### src/rtl/obi_data_arbiter_if.sv
// obi_data_arbiter_if: two-master / one-slave OBI data bus bundle around the arbiter
interface obi_data_arbiter_if #(parameter int ADDR_WIDTH = 32);
  logic                  m0_req_i;
  logic                  m0_gnt_o;
  logic [ADDR_WIDTH-1:0] m0_addr_i;
  logic                  m0_we_i;
  logic [3:0]            m0_be_i;
  logic [31:0]           m0_wdata_i;
  logic                  m0_rvalid_o;
  logic [31:0]           m0_rdata_o;
  logic                  m1_req_i;
  logic                  m1_gnt_o;
  logic [ADDR_WIDTH-1:0] m1_addr_i;
  logic                  m1_we_i;
  logic [3:0]            m1_be_i;
  logic [31:0]           m1_wdata_i;
  logic                  m1_rvalid_o;
  logic [31:0]           m1_rdata_o;
  logic                  s_req_o;
  logic                  s_gnt_i;
  logic [ADDR_WIDTH-1:0] s_addr_o;
  logic                  s_we_o;
  logic [3:0]            s_be_o;
  logic [31:0]           s_wdata_o;
  logic                  s_rvalid_i;
  logic [31:0]           s_rdata_i;
  modport slave (
    input  m0_req_i, m0_addr_i, m0_we_i, m0_be_i, m0_wdata_i,
    output m0_gnt_o, m0_rvalid_o, m0_rdata_o,
    input  m1_req_i, m1_addr_i, m1_we_i, m1_be_i, m1_wdata_i,
    output m1_gnt_o, m1_rvalid_o, m1_rdata_o,
    output s_req_o, s_addr_o, s_we_o, s_be_o, s_wdata_o,
    input  s_gnt_i, s_rvalid_i, s_rdata_i
  );
  modport master (
    output m0_req_i, m0_addr_i, m0_we_i, m0_be_i, m0_wdata_i,
    input  m0_gnt_o, m0_rvalid_o, m0_rdata_o,
    output m1_req_i, m1_addr_i, m1_we_i, m1_be_i, m1_wdata_i,
    input  m1_gnt_o, m1_rvalid_o, m1_rdata_o,
    input  s_req_o, s_addr_o, s_we_o, s_be_o, s_wdata_o,
    output s_gnt_i, s_rvalid_i, s_rdata_i
  );
endinterface

### src/rtl/obi_data_arbiter.sv
// obi_data_arbiter: round-robin 2:1 OBI data arbiter with in-order response routing
module obi_data_arbiter #(
  parameter int MAX_OUTSTANDING = 4,
  parameter int ADDR_WIDTH      = 32
) (
  input  logic                                     clk_i,
  input  logic                                     rst_i,
  obi_data_arbiter_if.slave                        bus,
  output logic [$clog2(MAX_OUTSTANDING+1)-1:0]     outstanding_o,
  output logic                                     err_o
);
  localparam int CW = $clog2(MAX_OUTSTANDING + 1);
  localparam int PW = (MAX_OUTSTANDING > 1) ? $clog2(MAX_OUTSTANDING) : 1;
  logic [CW-1:0]              r_count;
  logic [PW-1:0]              r_rd;
  logic [PW-1:0]              r_wr;
  logic [MAX_OUTSTANDING-1:0] r_fifo;
  logic                       r_last;
  logic                       r_locked;
  logic                       r_lock_sel;
  logic                       r_err;
  logic                       w_full;
  logic                       w_sel;
  logic                       w_req;
  logic                       w_push;
  logic                       w_pop;
  logic                       w_head;
  logic [ADDR_WIDTH-1:0]      w_addr;
  // Pick a master: hold while a request waits for grant, else round-robin against the last granted
  always_comb begin
    w_full = r_count == CW'(MAX_OUTSTANDING);
    w_sel  = r_locked ? r_lock_sel : (bus.m0_req_i & bus.m1_req_i) ? ~r_last : bus.m1_req_i;
    w_req  = (w_sel ? bus.m1_req_i : bus.m0_req_i) & ~w_full;
    w_push = w_req & bus.s_gnt_i;
    w_pop  = bus.s_rvalid_i & (r_count != '0);
    w_head = r_fifo[r_rd];
    w_addr = w_sel ? bus.m1_addr_i : bus.m0_addr_i;
  end
  assign bus.s_req_o     = w_req;
  assign bus.s_addr_o    = w_addr;
  assign bus.s_we_o      = w_sel ? bus.m1_we_i : bus.m0_we_i;
  assign bus.s_be_o      = w_sel ? bus.m1_be_i : bus.m0_be_i;
  assign bus.s_wdata_o   = w_sel ? bus.m1_wdata_i : bus.m0_wdata_i;
  assign bus.m0_gnt_o    = w_push & ~w_sel;
  assign bus.m1_gnt_o    = w_push & w_sel;
  assign bus.m0_rvalid_o = w_pop & ~w_head;
  assign bus.m1_rvalid_o = w_pop & w_head;
  assign bus.m0_rdata_o  = bus.s_rdata_i;
  assign bus.m1_rdata_o  = bus.s_rdata_i;
  assign outstanding_o   = r_count;
  assign err_o           = r_err;
  // Track issuing-master IDs in order, the round-robin pointer, the hold flag and the stray-response error
  always_ff @(posedge clk_i) begin
    if (rst_i) begin
      r_count    <= '0;
      r_rd       <= '0;
      r_wr       <= '0;
      r_fifo     <= '0;
      r_last     <= 1'b1;
      r_locked   <= 1'b0;
      r_lock_sel <= 1'b0;
      r_err      <= 1'b0;
    end else begin
      r_locked   <= w_req & ~bus.s_gnt_i;
      r_lock_sel <= w_sel;
      if (w_push) begin
        r_fifo[r_wr] <= w_sel;
        r_wr         <= (r_wr == PW'(MAX_OUTSTANDING - 1)) ? '0 : r_wr + 1'b1;
        r_last       <= w_sel;
      end
      if (w_pop) r_rd <= (r_rd == PW'(MAX_OUTSTANDING - 1)) ? '0 : r_rd + 1'b1;
      r_count <= r_count + CW'(w_push) - CW'(w_pop);
      if (bus.s_rvalid_i && r_count == '0) r_err <= 1'b1;
    end
  end
endmodule

### src/flat_wrapper.sv
// flat-port wrapper written by rule: the top's interface ports become plain ports
module obi_data_arbiter_flat 
#(
  parameter int MAX_OUTSTANDING = 4,
  parameter int ADDR_WIDTH      = 32
)
  (clk_i, rst_i, outstanding_o, err_o, bus_m0_req_i, bus_m0_addr_i, bus_m0_we_i, bus_m0_be_i, bus_m0_wdata_i, bus_m0_gnt_o, bus_m0_rvalid_o, bus_m0_rdata_o, bus_m1_req_i, bus_m1_addr_i, bus_m1_we_i, bus_m1_be_i, bus_m1_wdata_i, bus_m1_gnt_o, bus_m1_rvalid_o, bus_m1_rdata_o, bus_s_req_o, bus_s_addr_o, bus_s_we_o, bus_s_be_o, bus_s_wdata_o, bus_s_gnt_i, bus_s_rvalid_i, bus_s_rdata_i);
  obi_data_arbiter_if #(.ADDR_WIDTH(ADDR_WIDTH)) bus_i ();
  input  logic clk_i;
  input  logic rst_i;
  output logic [$clog2(MAX_OUTSTANDING+1)-1:0] outstanding_o;
  output logic err_o;
  input wire logic [$bits(bus_i.m0_req_i)-1:0] bus_m0_req_i;
  input wire logic [$bits(bus_i.m0_addr_i)-1:0] bus_m0_addr_i;
  input wire logic [$bits(bus_i.m0_we_i)-1:0] bus_m0_we_i;
  input wire logic [$bits(bus_i.m0_be_i)-1:0] bus_m0_be_i;
  input wire logic [$bits(bus_i.m0_wdata_i)-1:0] bus_m0_wdata_i;
  output wire logic [$bits(bus_i.m0_gnt_o)-1:0] bus_m0_gnt_o;
  output wire logic [$bits(bus_i.m0_rvalid_o)-1:0] bus_m0_rvalid_o;
  output wire logic [$bits(bus_i.m0_rdata_o)-1:0] bus_m0_rdata_o;
  input wire logic [$bits(bus_i.m1_req_i)-1:0] bus_m1_req_i;
  input wire logic [$bits(bus_i.m1_addr_i)-1:0] bus_m1_addr_i;
  input wire logic [$bits(bus_i.m1_we_i)-1:0] bus_m1_we_i;
  input wire logic [$bits(bus_i.m1_be_i)-1:0] bus_m1_be_i;
  input wire logic [$bits(bus_i.m1_wdata_i)-1:0] bus_m1_wdata_i;
  output wire logic [$bits(bus_i.m1_gnt_o)-1:0] bus_m1_gnt_o;
  output wire logic [$bits(bus_i.m1_rvalid_o)-1:0] bus_m1_rvalid_o;
  output wire logic [$bits(bus_i.m1_rdata_o)-1:0] bus_m1_rdata_o;
  output wire logic [$bits(bus_i.s_req_o)-1:0] bus_s_req_o;
  output wire logic [$bits(bus_i.s_addr_o)-1:0] bus_s_addr_o;
  output wire logic [$bits(bus_i.s_we_o)-1:0] bus_s_we_o;
  output wire logic [$bits(bus_i.s_be_o)-1:0] bus_s_be_o;
  output wire logic [$bits(bus_i.s_wdata_o)-1:0] bus_s_wdata_o;
  input wire logic [$bits(bus_i.s_gnt_i)-1:0] bus_s_gnt_i;
  input wire logic [$bits(bus_i.s_rvalid_i)-1:0] bus_s_rvalid_i;
  input wire logic [$bits(bus_i.s_rdata_i)-1:0] bus_s_rdata_i;
  assign bus_i.m0_req_i = bus_m0_req_i;
  assign bus_i.m0_addr_i = bus_m0_addr_i;
  assign bus_i.m0_we_i = bus_m0_we_i;
  assign bus_i.m0_be_i = bus_m0_be_i;
  assign bus_i.m0_wdata_i = bus_m0_wdata_i;
  assign bus_m0_gnt_o = bus_i.m0_gnt_o;
  assign bus_m0_rvalid_o = bus_i.m0_rvalid_o;
  assign bus_m0_rdata_o = bus_i.m0_rdata_o;
  assign bus_i.m1_req_i = bus_m1_req_i;
  assign bus_i.m1_addr_i = bus_m1_addr_i;
  assign bus_i.m1_we_i = bus_m1_we_i;
  assign bus_i.m1_be_i = bus_m1_be_i;
  assign bus_i.m1_wdata_i = bus_m1_wdata_i;
  assign bus_m1_gnt_o = bus_i.m1_gnt_o;
  assign bus_m1_rvalid_o = bus_i.m1_rvalid_o;
  assign bus_m1_rdata_o = bus_i.m1_rdata_o;
  assign bus_s_req_o = bus_i.s_req_o;
  assign bus_s_addr_o = bus_i.s_addr_o;
  assign bus_s_we_o = bus_i.s_we_o;
  assign bus_s_be_o = bus_i.s_be_o;
  assign bus_s_wdata_o = bus_i.s_wdata_o;
  assign bus_i.s_gnt_i = bus_s_gnt_i;
  assign bus_i.s_rvalid_i = bus_s_rvalid_i;
  assign bus_i.s_rdata_i = bus_s_rdata_i;
  obi_data_arbiter #(.MAX_OUTSTANDING(MAX_OUTSTANDING), .ADDR_WIDTH(ADDR_WIDTH)) u_core (.clk_i(clk_i), .rst_i(rst_i), .bus(bus_i), .outstanding_o(outstanding_o), .err_o(err_o));
endmodule
### config.mk
export PLATFORM = sky130hd
export DESIGN_NAME = obi_data_arbiter_flat
export DESIGN_NICKNAME = d
export VERILOG_FILES = /design/src/rtl/obi_data_arbiter_if.sv /design/src/rtl/obi_data_arbiter.sv /design/src/flat_wrapper.sv
export SDC_FILE = /design/constraint.sdc
export NUM_CORES = 1
export LEC_CHECK = 0
export CORE_AREA = 2 2 123 125
export CTS_CLUSTER_SIZE = 8
export DETAILED_ROUTE_END_ITERATION = 10
export DIE_AREA = 0 0 125 127
export GPL_TIMING_DRIVEN = 1
export SLEW_MARGIN = 20
export SYNTH_ARGS = -nofsm -noshare
export SYNTH_HDL_FRONTEND = slang
export SYNTH_SLANG_ARGS = --single-unit
### constraint.sdc
create_clock -name clk_i -period 2.35 [get_ports clk_i]
set_input_delay 0.235 -clock clk_i [delete_from_list [all_inputs] [get_ports clk_i]]
set_output_delay 0.235 -clock clk_i [all_outputs]
set_load 0.005 [all_outputs]
==> summary.md <==
| Metric | Value |
|---|---|
| Worst hold start | `bus_s_rdata_i[23]` |
| GR Util met3 | `3.685%` |
| Max FO, Critical Path | `19` |
| Fillers | `around 1500` |
| Seq pwr share | `roughly a fifth` |
| Achievable Freq | `0.4289 GHz` |
| CTS Sinks | `15` |
| # DRC | `0` |
| GR peak layer | `met2` |
| Height of the die | `between 100 and 150 um` |
| Routed WL | `10810 um` |
| I/O Pins | `318` |
| DP HPWL | `9725 um` |
| Post-route ant nets | `0` |
| Final Hold Viols | `0` |
| Worst-Margin Slew | `between 400 and 500 ps` |
| CTS Buffer Depth | `2` |
| Final setup fails | `0` |
| Global-route wire length before repair | `about 16000 um` |
| # nets final | `575` |
| Setup TNS | `0 ps` |
| Worst Clk Skew | `roughly 4.4 ps` |
| Met1 Use GR | `15.05%` |
| Net Count, Synth | `just over 400` |
| Syn Inst Count | `~220` |
| Ys flop type | `dfxtp_1` |
| TritonCTS clock tree | `built` |
| Pwr dens | `between 400 and 500 mW/mm2` |
| R2R Setup Slk | `160 ps` |
| Total power | `1.857 mW` |
| Non-filler instance count after layout | `574` |
| Hold depth | `0` |
| Asr flop ratio synth | `0%` |
| Comb power frac | `a little over three fifths` |
| DR pass1 iterations | `4` |
| Worst R2R End | `u_core.outstanding_o[2]$_SDFF_PP0_` |
| Final Max Slew Viols | `0` |
| Area post-placement | `between 0.004 and 0.005 mm2` |
| Global route overflow | `0` |
| Initial Util | `14.82%` |
| Worst Path Arrival | `2100 ps` |
| Placer Congestion | `0.8308` |
| Row count | `44` |
| Worst Hold Class | `in -> out` |
| Core box area | `~0.014 mm2` |
| Clk network pwr share | `17.7%` |
| Post-synthesis register bit count | `15` |
| Area delta synth->final | `99.18%` |
| Initial antenna violation count | `0` |
| CTS root buf | `clkbuf_16` |
| RR Startpoint | `u_core.outstanding_o[2]$_SDFF_PP0_` |
| Die Wd | `125 um` |
| Synth Cell Area | `about 0.0021 mm2` |
| GR Util met2 | `24.17%` |
| Input/output buffers | `221` |
| DR iter-0 viols | `20` |
| Switching Fraction | `29.87%` |
| RSZ-0062 raised after global routing | `yes` |
| Yosys warning count | `0` |
| Mean Syn Cell Area | `9.670 um2` |
| Largest net degree at the start of global routing | `20` |
| Peak VDD IR | `0.0002593 V` |
| Post-synthesis cell type count | `28` |
| Critical Path RT | `2120 ps` |
| Max-slew headroom | `71.07%` |
| Die ar. | `0.01588 mm2` |
| Via density per instance | `3.763` |
| Int Power | `1.302 mW` |
| Outcome | `finished, final reports clean` |
| Total number of vias | `2160` |
| Share of layout cells above drive strength 1 | `24.36%` |
| Crit Path Category | `in -> out` |
| Max cap viols | `0` |
| Main area contributors after synthesis | `mux2_2 (36%), buf_4 (22%), dfxtp_1 (14%), buf_6 (4.2%), ha_1 (4.1%)` |
| Startpoint types | `primary input` |
| Net switching power | `approximately 550 uW` |
| Final Cycle Share | `between 90 and 100%` |
| Antenna diodes | `0` |
| Static leakage | `about 1.8 nW` |
| Vias in the first global route | `2465` |
| EDFF count, synth | `0` |
| Htree depth | `1` |
| Fin crit period | `approximately 2300 ps` |
| Yosys top cell area share | `36.36%` |
| Final instance area | `0.004257 mm2` |
| Dominant cell type by area after synthesis | `mux2_2` |
| Clock Latency Late Sink | `250 ps` |
| Cells after DPL | `around 570` |
| Total clock buffers created by CTS | `3` |
| Total GRT Usage | `12.97%` |
| Hold EP | `bus_m0_rdata_o[23]` |
| Post-synthesis sequential area ratio | `14.05%` |
| CP endpoint kind | `primary output` |
| Worst Reg-to-Reg Cells | `8` |
| DR WL/cell | `18.83 um` |
==> synth_stat cells (all sizes together), types with 3 or more instances <==
cell type / instances
ha: 7
dfxtp: 15
buf: 72
nor2b: 4
nand2: 5
mux2: 69
nand2b: 4
mux2i: 8
inv: 8
nor3: 3
nor2: 8
==> power groups by stage <==
stage / Clock [mW] / Sequential, mW / Combinational, mW
CTS: 0.337 / 0.363 / 1.17
detailed placement: 0 / 0.368 / 1.23
global route: 0.350 / 0.374 / 1.26
floorplan: 0 / 0.356 / 0.586
global placement: 0 / 0.363 / 1.21
finish: 0.329 / 0.361 / 1.17
==> metal layers <==
metal / vias up / wire length [um]
li1: 1026 / -
met1: 987 / 4148
met2: 140 / 5634
met3: 7 / 923
met4: 0 / 100
met5: - / 0
==> layout make-up <==
type                            count  area, um2  area share [%]
Sequential cell                    15      300.3           7.055
Tap cell                          184      230.2           5.409
Clock buffer                        4      78.83           1.852
Timing Repair Buffer              238       2374           55.76
Inverter                            8      30.03          0.7055
Multi-Input combinational cell    125       1244           29.22
==> cells by family after synthesis <==
family,share of synthesized area [%]
compound gates,3.454
xor+xnor,0.8198
fa+ha+maj,5.035
buf+inv,28.28
flops,14.05
mux,41.74
simple gates,6.616
==> cells in the final DEF, fill, tap and decap left out, drive strengths merged, types with 2 or more instances in the layout <==
master         instances
mux2i                  8
a21oi                  2
xnor2                  2
a211oi                 2
nor2                   8
mux2                  69
ha                     7
dlymetal6s2s          12
o31ai                  2
nor2b                  4
nor3                   3
dfxtp                 15
inv                    8
clkdlybuf4s50        160
clkbuf                 4
dlygate4sd2           49
nand2b                 4
nand2                  5
nor3b                  2
buf                   17
==> flip-flops by register name, summed over array words and instances, names as in the netlist <==
signal / count
u_core.r_locked: 1
u_core.r_last: 1
u_core.r_wr: 2
u_core.r_lock_sel: 1
u_core.r_rd: 2
u_core.outstanding_o: 3
u_core.err_o: 1
u_core.r_fifo: 4
==> critical path, stage by stage <==
cell and delay, ps:
clkdlybuf4s50_1 420, a21boi_2 170, mux2i_4 190, buf_12 170
buf_12 110, buf_12 150, mux2_2 360, dlygate4sd2_1 270
==> worst max-delay path by stage <==
| stage | cells after the start | from | to |
|---|---|---|---|
| 6_report | 8 | bus_m1_req_i | bus_s_addr_o[4] |
| 5_1_grt | 6 | bus_m1_req_i | bus_s_wdata_o[30] |
| 4_1_cts | 6 | bus_m1_req_i | bus_s_wdata_o[30] |
| 3_5_place_dp | 7 | bus_m0_req_i | bus_s_addr_o[3] |
| 3_3_place_gp | 7 | bus_m0_req_i | bus_s_addr_o[3] |
| 2_1_floorplan | 9 | u_core.outstanding_o[0]$_SDFF_PP0_ | u_core.outstanding_o[2]$_SDFF_PP0_ |
==> per-stage QoR <==
stage	util, %	worst slack (ps)	hold slack, ps
finish	29.51	18.35	470.0
global route	29.51	-61.57	470.0
CTS	29.01	-34.92	470.1
detailed placement	28.81	-96.69	468.1
global placement	28.81	-57.15	452.2
floorplan	-	207.7	311.1
==> what timing repair did <==
item	4_1_cts	5_1_grt
pin swaps	0	1
endpoints found under the setup margin	63	20
buffers inserted	0	2
resized for setup	52	16
hold buffers	0	0
Power figures use the tool's default switching activity.
